<file path="src/rtl/multicycle_control.sv">
// multicycle_control: rv32i multicycle sequencing FSM with shared memory port arbitration.
// Optional memory-wait watchdog enabled by defining MULTICYCLE_TIMEOUT_EN.
module multicycle_control #(
  parameter int XLEN           = 32,
  parameter int TIMEOUT_CYCLES = 255
) (
  input  logic            clk,
  input  logic            reset_n,
  input  logic            run,
  input  logic            halt_req,
  input  logic            jump,
  input  logic            branch,
  input  logic            branch_if_zero,
  input  logic            zero,
  input  logic [1:0]      rd_select,
  input  logic            rf_write_en,
  input  logic            mem_write_en,
  input  logic            mem_ready,
  output logic            mem_req,
  output logic            mem_we,
  output logic            mem_addr_src,
  output logic            ir_write,
  output logic            mdr_write,
  output logic            rf_write,
  output logic            pc_write,
  output logic            pc_src,
  output logic            busy,
  output logic            fault,
  output logic [XLEN-1:0] instret
);
  typedef enum logic [2:0] {IDLE, FETCH, DECODE, EXECUTE, MEM, WRITEBACK, FAULT} state_t;
  state_t state_q, state_d;
  logic take_q, take_d, take, eoi;
  logic [XLEN-1:0] instret_q, instret_d;
`ifdef MULTICYCLE_TIMEOUT_EN
  localparam int WW = (TIMEOUT_CYCLES > 255) ? $clog2(TIMEOUT_CYCLES + 1) : 8;
  logic [WW-1:0] wait_q, wait_d;
  always_ff @(posedge clk or negedge reset_n)
    if (!reset_n) wait_q <= '0;
    else          wait_q <= wait_d;
  assign fault = (state_q == FAULT);
`else
  logic [7:0] unused_timeout;
  assign unused_timeout = 8'(TIMEOUT_CYCLES);
  assign fault = 1'b0;
`endif
  always_ff @(posedge clk or negedge reset_n)
    if (!reset_n) begin
      state_q   <= IDLE;
      take_q    <= 1'b0;
      instret_q <= '0;
    end else begin
      state_q   <= state_d;
      take_q    <= take_d;
      instret_q <= instret_d;
    end
  always_comb begin
    take         = jump | (branch & (branch_if_zero ~^ zero));
    state_d      = state_q;
    take_d       = take_q;
    eoi          = 1'b0;
    mem_req      = 1'b0;
    mem_we       = 1'b0;
    mem_addr_src = 1'b0;
    ir_write     = 1'b0;
    mdr_write    = 1'b0;
    rf_write     = 1'b0;
    pc_src       = 1'b0;
    case (state_q)
      IDLE:   state_d = run ? FETCH : IDLE;
      FETCH: begin
        mem_req  = 1'b1;
        ir_write = mem_ready;
        state_d  = mem_ready ? DECODE : FETCH;
      end
      DECODE: state_d = EXECUTE;
      EXECUTE: begin
        take_d = take;
        if (mem_write_en || rd_select == 2'd1) state_d = MEM;
        else if (rf_write_en)                  state_d = WRITEBACK;
        else begin
          eoi    = 1'b1;
          pc_src = take;
        end
      end
      MEM: begin
        mem_req      = 1'b1;
        mem_addr_src = 1'b1;
        mem_we       = mem_write_en;
        if (mem_ready) begin
          eoi       = mem_write_en;
          pc_src    = mem_write_en & take_q;
          mdr_write = ~mem_write_en;
          state_d   = mem_write_en ? MEM : WRITEBACK;
        end
      end
      WRITEBACK: begin
        rf_write = 1'b1;
        eoi      = 1'b1;
        pc_src   = take_q;
      end
      default: state_d = state_q;
    endcase
    if (eoi) state_d = halt_req ? IDLE : FETCH;
    instret_d = instret_q + XLEN'(eoi);
`ifdef MULTICYCLE_TIMEOUT_EN
    // counter stays zero outside memory waits, so every FETCH/MEM entry starts fresh
    wait_d = '0;
    if ((state_q == FETCH || state_q == MEM) && !mem_ready) begin
      if (wait_q == WW'(TIMEOUT_CYCLES - 1)) state_d = FAULT;
      else                                   wait_d  = wait_q + 1'b1;
    end
`endif
  end
  assign pc_write = eoi;
  assign busy     = (state_q != IDLE);
  assign instret  = instret_q;
endmodule

</file>
<file path="config.mk">
export PLATFORM = sky130hd
export DESIGN_NAME = multicycle_control
export DESIGN_NICKNAME = d
export VERILOG_FILES = /design/src/rtl/multicycle_control.sv
export SDC_FILE = /design/constraint.sdc
export NUM_CORES = 1
export LEC_CHECK = 0
export ABC_CLOCK_PERIOD_IN_PS = 6100
export CAP_MARGIN = 20
export CELL_PAD_IN_SITES_DETAIL_PLACEMENT = 0
export CELL_PAD_IN_SITES_GLOBAL_PLACEMENT = 1
export CORE_UTILIZATION = 40
export CTS_BUF_LIST = sky130_fd_sc_hd__clkbuf_4 sky130_fd_sc_hd__clkbuf_8
export CTS_CLUSTER_DIAMETER = 80
export DETAILED_ROUTE_END_ITERATION = 6
export HOLD_SLACK_MARGIN = 0.08
export PLACE_DENSITY = 0.95
export SLEW_MARGIN = 30
export SYNTH_ARGS = -nofsm -noshare
export SYNTH_HDL_FRONTEND = slang
export SYNTH_SLANG_ARGS = --single-unit
</file>
<file path="constraint.sdc">
create_clock -name clk -period 6.1 [get_ports clk]
set_input_delay 0.61 -clock clk [delete_from_list [all_inputs] [get_ports clk]]
set_output_delay 0.61 -clock clk [all_outputs]
set_load 0.01 [all_outputs]
</file>
Word-level counts from Yosys, hierarchy flattened --
Cells that the tools add are included.
Storage, ports and cells: flip-flop bits (word level) 36, output and inout port bits 42
Operators by class: add/sub/neg operators 1, equality and inequality tests 8, mux-type cells 24, bitwise logic cells 5, reductions and logical operators 6
Operator list (count):
- $add 32x1->32 | 1
- $mux 1 | 16
- $pmux 3 s5 | 1
- $mux 3 | 4
- $eq 3x2->1 const B | 2
- $eq 3x3->1 const B | 2
- $pmux 1 s3 | 2
- $reduce_bool 6->1 | 1
- $ne 4x4->1 const B | 1
- $eq 3x1->1 const B | 1
- $logic_not 3->1 | 1
- $ne 3x3->1 const B | 1
- $reduce_and 3->1 | 1
- $reduce_bool 3->1 | 1
- $and 1x1->1 | 2
- $eq 2x1->1 const B | 1
- $mux 2 | 1
- $reduce_or 2->1 | 1
- $logic_or 1x1->1 | 1
- $not 1->1 | 1
- $or 1x1->1 | 1
- $xnor 1x1->1 | 1

Logic depth before layout (Yosys ltp) --
Gate-level depths: netlist of the first run.
word-level depth 6, mapped depth 10

Least setup slack after synthesis of the first run --
No wires, ideal clock.
path type in2reg, start in rd_select[0], end reg instret_q[30], in the netlist instret[30], cell stages on the path 9, data required time 5975 ps, arrival 2190 ps, slack 3785 ps, cell sequence nor2b_1 > nor4_1 > or2_2 > ha_1 > ha_1 > inv_1 > nor3_4 > nand4b_1 > xnor2_1
On the way: longest elaborated chain between the ends 5
Ends and longest elaborated chain:
- from (decl) | RTL line 15 | input logic [1:0] rd_select,
- $eq 2x1->1 | RTL line 79 | if (mem_write_en || rd_select == 2'd1) state_d = MEM;
- $logic_or 1x1->1 | RTL line 79
- $mux 1 | RTL line 79
- $pmux 1 s3 | RTL line 69 | case (state_q)
- via pc_write | RTL line 25 | output logic pc_write,
- $add 32x1->32 | RTL line 105 | instret_d = instret_q + XLEN'(eoi);
- via instret_d[30] | RTL line 34 | logic [XLEN-1:0] instret_q, instret_d;
- to (signal assigned) | RTL line 55 | instret_q <= instret_d;
- to (decl) | RTL line 34
The timed path passes the listed nets, and every way through them passes these cells. A chain may end at the register's enable or synchronous reset.

Worst setup path after layout of the first run --
start in mem_write_en, end out pc_write
On the way: longest elaborated chain between the ends 3, elaborated cells between the ends (all ways) 4, classes of those cells mux: 3; reduce/logical: 1
Ends and longest elaborated chain:
- from (decl) | RTL line 17 | input logic mem_write_en,
- $logic_or 1x1->1 | RTL line 79
- $mux 1 | RTL line 79
- $pmux 1 s3 (*) | RTL line 69
- to (decl) | RTL line 25
Every way passes the cells marked *; elsewhere a longest branch is shown, timed or not.

==> results.yml, run 1 <==
status:
  status: "completed"
global_routing:
  grt_antenna_before_repair: 0
  met2_usage_pct: 25.3
  grt_pass1_wl_um: 6210
  grt.total_usage_pct: 16.0
  grt.overflow.total: 0
  globalRouteMet1Util_pct: 20.8
  met3_usage_pct: 6.06
  grt_max_degree: 37
  grt_busiest_layer: "met2"
  grt_pass1_vias: 1356
flow_run:
  cap_violations: 0
route:
  drc: 0
  vias: 1409
  first_pass_iters: 4
  drt-initial-drc-count: 48
  wl_um: 3530
  wl_per_cell_um: 12.9
  detail-route-antenna-nets: 0
  vias_per_cell: 5.14
worst_setup_path:
  arrival_ps: 2200
  slowest_stage: "clkdlybuf4s50_1"
  reg2reg_slack_ps: 3620
  timing.rr.start: "state_q[0]"
  crit_top_cell: "clkdlybuf4s50_1"
  cp_cell_sequence: "clkdlybuf4s50_1 -> nor4_1 -> or2_2 -> clkdlybuf4s50_1"
  startpoint_type: "input pin"
  worstPathRequired_ps: 5490
  max_stage_delay_ps: 550
  cp_num_buf_inv: 2
  startpoint: "mem_write_en"
  crit_type: "input pin to output port"
  crit_family: "buffers and inverters"
  crit_path_end_kind: "output port"
  crit_fanout: 5
clock_tree:
  cts_resized: 0
  clockBufferDepth: 2
  clk_latency_ps: 290
  post-cts-setup-buffer-count: 0
  cts_max_level: 2
  cts_tree: "done"
  postCtsHoldBufs: 0
  root_buffer: "clkbuf_8"
  cts_sinks: 36
  cts.clk_slew.worst_paths_ps: 70
  cts_made_buffers: 5
logic_synthesis:
  synth_seq_cells: 36
  synth_compound_area_share_pct: 3.87
  synth_top_family_by_area: "simple AND/OR/NAND/NOR gates"
  synthMuxAreaShare_pct: 0.611
  ys.warnings.count: 0
  synth_area_leader_cell: "dfrtp_1"
  synth-simple-area-share_pct: 26.7
  synthXorXnorAreaFrac_pct: 14.7
  yosysUniqueCellTypes: 38
  synthesis.nets: 183
  synth_fa_ha_area_share_pct: 2.04
  synth.area.top_cells: "dfrtp_1, xnor2_1, nand3_1"
  synth_top_area_share_pct: 48.9
  postSynthCellCount: 167
  synth_area_um2: 1840
  yosysSeqAreaShare_pct: 48.9
  avgSynthCellArea_um2: 11.0
sta:
  setup_tns_ps: 0
  period_needed_ps: 2810
  finalCritPeriodShare_pct: 46.0
  maxSlewViolCount: 0
  worst_clock_skew_ps: 6.61
  setup_viol: 0
  max_freq_mhz: 356
  rsz0062_at_grt: "no"
  hold_viol_final: 0
floorplan:
  num_io_pins: 55
  core_um2: 4380
  rows: 24
  die_h_um: 69.9
  fp.dieW_um: 69.9
  start_util_pct: 42.0
  die-area_um2: 4880
pwr:
  powerDensity_nw_per_um2: 290
  p_total_mw: 0.724
  leakagePower_nw: 1.08
  peakVddDrop_uv: 192
final_layout:
  post-route-util_pct: 56.9
  area.sequential_um2: 901
  drive_gt1_share_pct: 8.11
  fill_cells: 401
  area_delta_synth_final_pct: 35.5
  multiInputGateArea_um2: 887
  antenna_cells: 0
  nets: 237
min_path:
  holdCritPathClass: "flop to flop"
  min-delay-start: "instret[31]"
placement:
  gp_congestion: 0.747
  portBuffers: 53
  hpwl_um: 2570
-- kinds of logic after synthesis --
| group | count (synthesis) |
|---|---|
| xor+xnor | 31 |
| buf+inv | 10 |
| mux | 1 |
| fa+ha+maj | 3 |
| other cells | 1 |
| compound gates | 11 |
| simple gates | 74 |
| flops | 36 |
-- cells in the mapped netlist (all sizes together) --
cell type and n:
clkbuf 3, nor4 3, and4 1, a22o 1, inv 3, a221oi 1, a21oi 4, o32ai 1
ha 3, dfrtp 36, nor2 12, nor3b 1, nand4 13, nor3 2, xor2 4, and2 3
or3 1, nand2 8, mux2 1, nor2b 1, o21ai 2, and3 7, nand3 15, nand3b 1
nor4b 1, conb 1, nand4b 2, or2 1, xnor2 27, buf 4, a21o 2, nand2b 2
-- where the power goes --
| group | leakage (nW) | switching [mW] | internal, mW |
|---|---|---|---|
| clock network | 0.0510 | 0.0828 | 0.0900 |
| logic | 0.549 | 0.0967 | 0.128 |
| registers | 0.480 | 0.0547 | 0.272 |
| total | 1.08 | 0.234 | 0.489 |
-- sequential cells by signal (all words and copies together), names as in the netlist --
name	cells
instret	32
state_q	3
take_q	1
-- path summary, 6_finish.rpt --
check,to,depth (start not counted)
worst max-delay path,pc_write,4
worst min-delay path,instret[31],1
worst max register to register,instret[26],9
worst min register to register,instret[31],1
max in group asynchronous,instret[13],2
min in group asynchronous,instret[24],2
-- metrics by stage --
step                      hold WS [ps]  std cells  setup WS (ps)  cell area (µm²)
final                              476        274           3290             2490
after global routing               516        274           3220             2490
after CTS                          483        274           3280             2490
after detailed placement           473        266           3160             2400
after global placement             461        266           3200             2400
after floorplan                    314        167           3780             1840
-- routing by layer --
layer	share of wire [%]	vias up
met1	46	674
met3	5.4	6
met5	0	-
met4	0.94	0
met2	48	39
li1	-	690
-- final cells by class --
type / instances / share of cell area [%]
sequential: 36 / 36.1
multi-input combinational: 121 / 35.6
timing repair buffer: 54 / 21.6
clock buffer: 6 / 3.31
tap: 52 / 2.61
inverter: 3 / 0.451
clock inverter: 2 / 0.401
-- cell usage in the layout (no fill, tap or decap), types with 3 or more instances in the layout --
cell type / instances
nand4_1: 11
clkbuf_8: 6
and3_1: 7
xnor2_1: 27
nor2_1: 12
clkdlybuf4s50_1: 53
xor2_1: 4
dfrtp_1: 36
nand3_1: 14
a21oi_1: 4
nand2_1: 8
ha_1: 3
inv_1: 3
Note: power is estimated with default switching activity, not from simulation.
==> run 2: changes to the inputs <==
--- a/config.mk
+++ b/config.mk
@@ -5,16 +5,16 @@
 export SDC_FILE = /design/constraint.sdc
 export NUM_CORES = 1
 export LEC_CHECK = 0
-export ABC_CLOCK_PERIOD_IN_PS = 6100
+export ABC_CLOCK_PERIOD_IN_PS = 2500
 export CAP_MARGIN = 20
 export CELL_PAD_IN_SITES_DETAIL_PLACEMENT = 0
 export CELL_PAD_IN_SITES_GLOBAL_PLACEMENT = 1
-export CORE_UTILIZATION = 40
+export CORE_UTILIZATION = 34
 export CTS_BUF_LIST = sky130_fd_sc_hd__clkbuf_4 sky130_fd_sc_hd__clkbuf_8
 export CTS_CLUSTER_DIAMETER = 80
 export DETAILED_ROUTE_END_ITERATION = 6
 export HOLD_SLACK_MARGIN = 0.08
-export PLACE_DENSITY = 0.95
+export PLACE_DENSITY = 0.87
 export SLEW_MARGIN = 30
 export SYNTH_ARGS = -nofsm -noshare
 export SYNTH_HDL_FRONTEND = slang
==> constraint.sdc (replaced) <==
create_clock -name clk -period 2.5 [get_ports clk]
set_input_delay 0.25 -clock clk [delete_from_list [all_inputs] [get_ports clk]]
set_output_delay 0.25 -clock clk [all_outputs]
set_load 0.01 [all_outputs]
==> results.yml, run 2 (synthesis results as in run 1) <==
status:
  status: "completed"
global_routing:
  grt_max_degree: 37
  grt_busiest_layer: "met2"
  grt_pass1_wl_um: 6260
  met3_usage_pct: 4.89
  grt_pass1_vias: 1385
  grt.total_usage_pct: 14.8
  globalRouteMet1Util_pct: 19.0
  grt_antenna_before_repair: 0
  grt.overflow.total: 0
  met2_usage_pct: 23.6
worst_setup_path:
  arrival_ps: 2400
  cp_cell_sequence: "buf_4 -> a21oi_1 -> nor2_1 -> or2_2 -> ha_1 -> ha_1 -> inv_1 -> nor3_4 -> buf_12 -> buf_4 -> xor2_1"
  crit_path_end_kind: "flop"
  worstPathRequired_ps: 2660
  crit_type: "flop to flop"
  cp_num_buf_inv: 4
  crit_family: "buffers and inverters"
  reg2reg_slack_ps: 260
  max_stage_delay_ps: 380
  startpoint_type: "flop"
  slowest_stage: "dfrtp_1"
  crit_fanout: 10
floorplan:
  die-area_um2: 5720
  start_util_pct: 35.6
  core_um2: 5170
  num_io_pins: 55
  fp.dieW_um: 75.6
  rows: 26
  die_h_um: 75.6
final_layout:
  multiInputGateArea_um2: 893
  largest_reg_flops: 32
  final_common_cell: "clkdlybuf4s50_1"
  mostFrequentLayoutCells: "clkdlybuf4s50_1, dfrtp_1, xnor2_1"
  antenna_cells: 0
  area.sequential_um2: 901
  area_delta_synth_final_pct: 44.0
  fill_cells: 458
  drive_gt1_share_pct: 12.9
  nets: 248
  final_cell_area_um2: 2650
placement:
  pre_cts_ws_ps: -23.0
  gp_congestion: 0.683
  postPlaceCellArea_um2: 2490
  portBuffers: 53
  hpwl_um: 2690
clock_tree:
  cts.clk_slew.worst_paths_ps: 80
  cts_max_level: 2
  cts_sinks: 36
  cts_tree: "done"
  cts_made_buffers: 5
  root_buffer: "clkbuf_8"
  clk_latency_ps: 290
  clockBufferDepth: 2
route:
  drc: 0
  vias_per_cell: 4.81
  drt-initial-drc-count: 96
  first_pass_iters: 5
  wl_um: 3810
  detail-route-antenna-nets: 0
  vias: 1457
  wl_per_cell_um: 12.6
sta:
  hold_ws_ps: 381
  finalCritPeriodShare_pct: 89.6
  max_freq_mhz: 447
  rsz0062_at_grt: "no"
  worst_clock_skew_ps: 9.56
  setup_slack_ps: 260
  maxSlewViolCount: 0
  period_needed_ps: 2240
  hold_viol_final: 0
  setup_viol: 0
pwr:
  peakVddDrop_uv: 589
  powerDensity_nw_per_um2: 741
  p_total_mw: 1.97
  leakagePower_nw: 1.15
flow_run:
  cap_violations: 0
min_path:
  holdCritPathClass: "input pin to async pin"
-- run 2: repair_timing --
action                                  4_1_cts  5_1_grt
setup buffers                                 0        2
hold buffers                                  0        0
resized for setup                             0        1
endpoints found under the setup margin        0        8
-- run 2: power by group --
part           total (mW)  internal [mW]  switching, mW
clock network       0.557          0.352          0.206
registers           0.756          0.663         0.0931
logic               0.653          0.358          0.295
total                1.97           1.37          0.593
-- run 2: per-stage QoR --
stage	instances	utilization, %	TNS [ps]
after detailed placement	293	48.2	-84.3
after CTS	301	50.6	0
final	303	51.3	0
after global placement	293	48.2	0
after global routing	303	51.3	0
after floorplan	167	-	0
-- run 2: metal layers --
layer | up-vias | share of wire [%]
met5 | - | 0
met4 | 0 | 1.2
met3 | 7 | 5.3
met2 | 41 | 48
met1 | 696 | 45
li1 | 713 | -
-- run 2: worst paths after layout --
path | cells past startpoint | to | from
worst min-delay path | 2 | instret[28] | reset_n
worst min register to register | 1 | instret[31] | instret[31]
worst max-delay path | 11 | instret[10] | state_q[0]
min in group clk | 1 | instret[31] | instret[31]
worst max register to register | 11 | instret[10] | state_q[0]
max in group asynchronous | 2 | instret[2] | reset_n
-- run 2: area by class of cell --
class / instances / area share (%)
inverter: 3 / 0.425
multi-input combinational: 121 / 33.7
timing repair buffer: 65 / 23.9
sequential: 36 / 34.0
clock inverter: 1 / 1.13
clock buffer: 7 / 3.63
tap: 70 / 3.30
-- run 2: worst reg2reg max path, stage by stage (launching register included) --
cell and delay (ps):
dfrtp_1 380, buf_4 170, a21oi_1 130, nor2_1 70, or2_2 330, ha_1 210, ha_1 190, inv_1 170
nor3_4 60, buf_12 140, buf_4 130, xor2_1 130
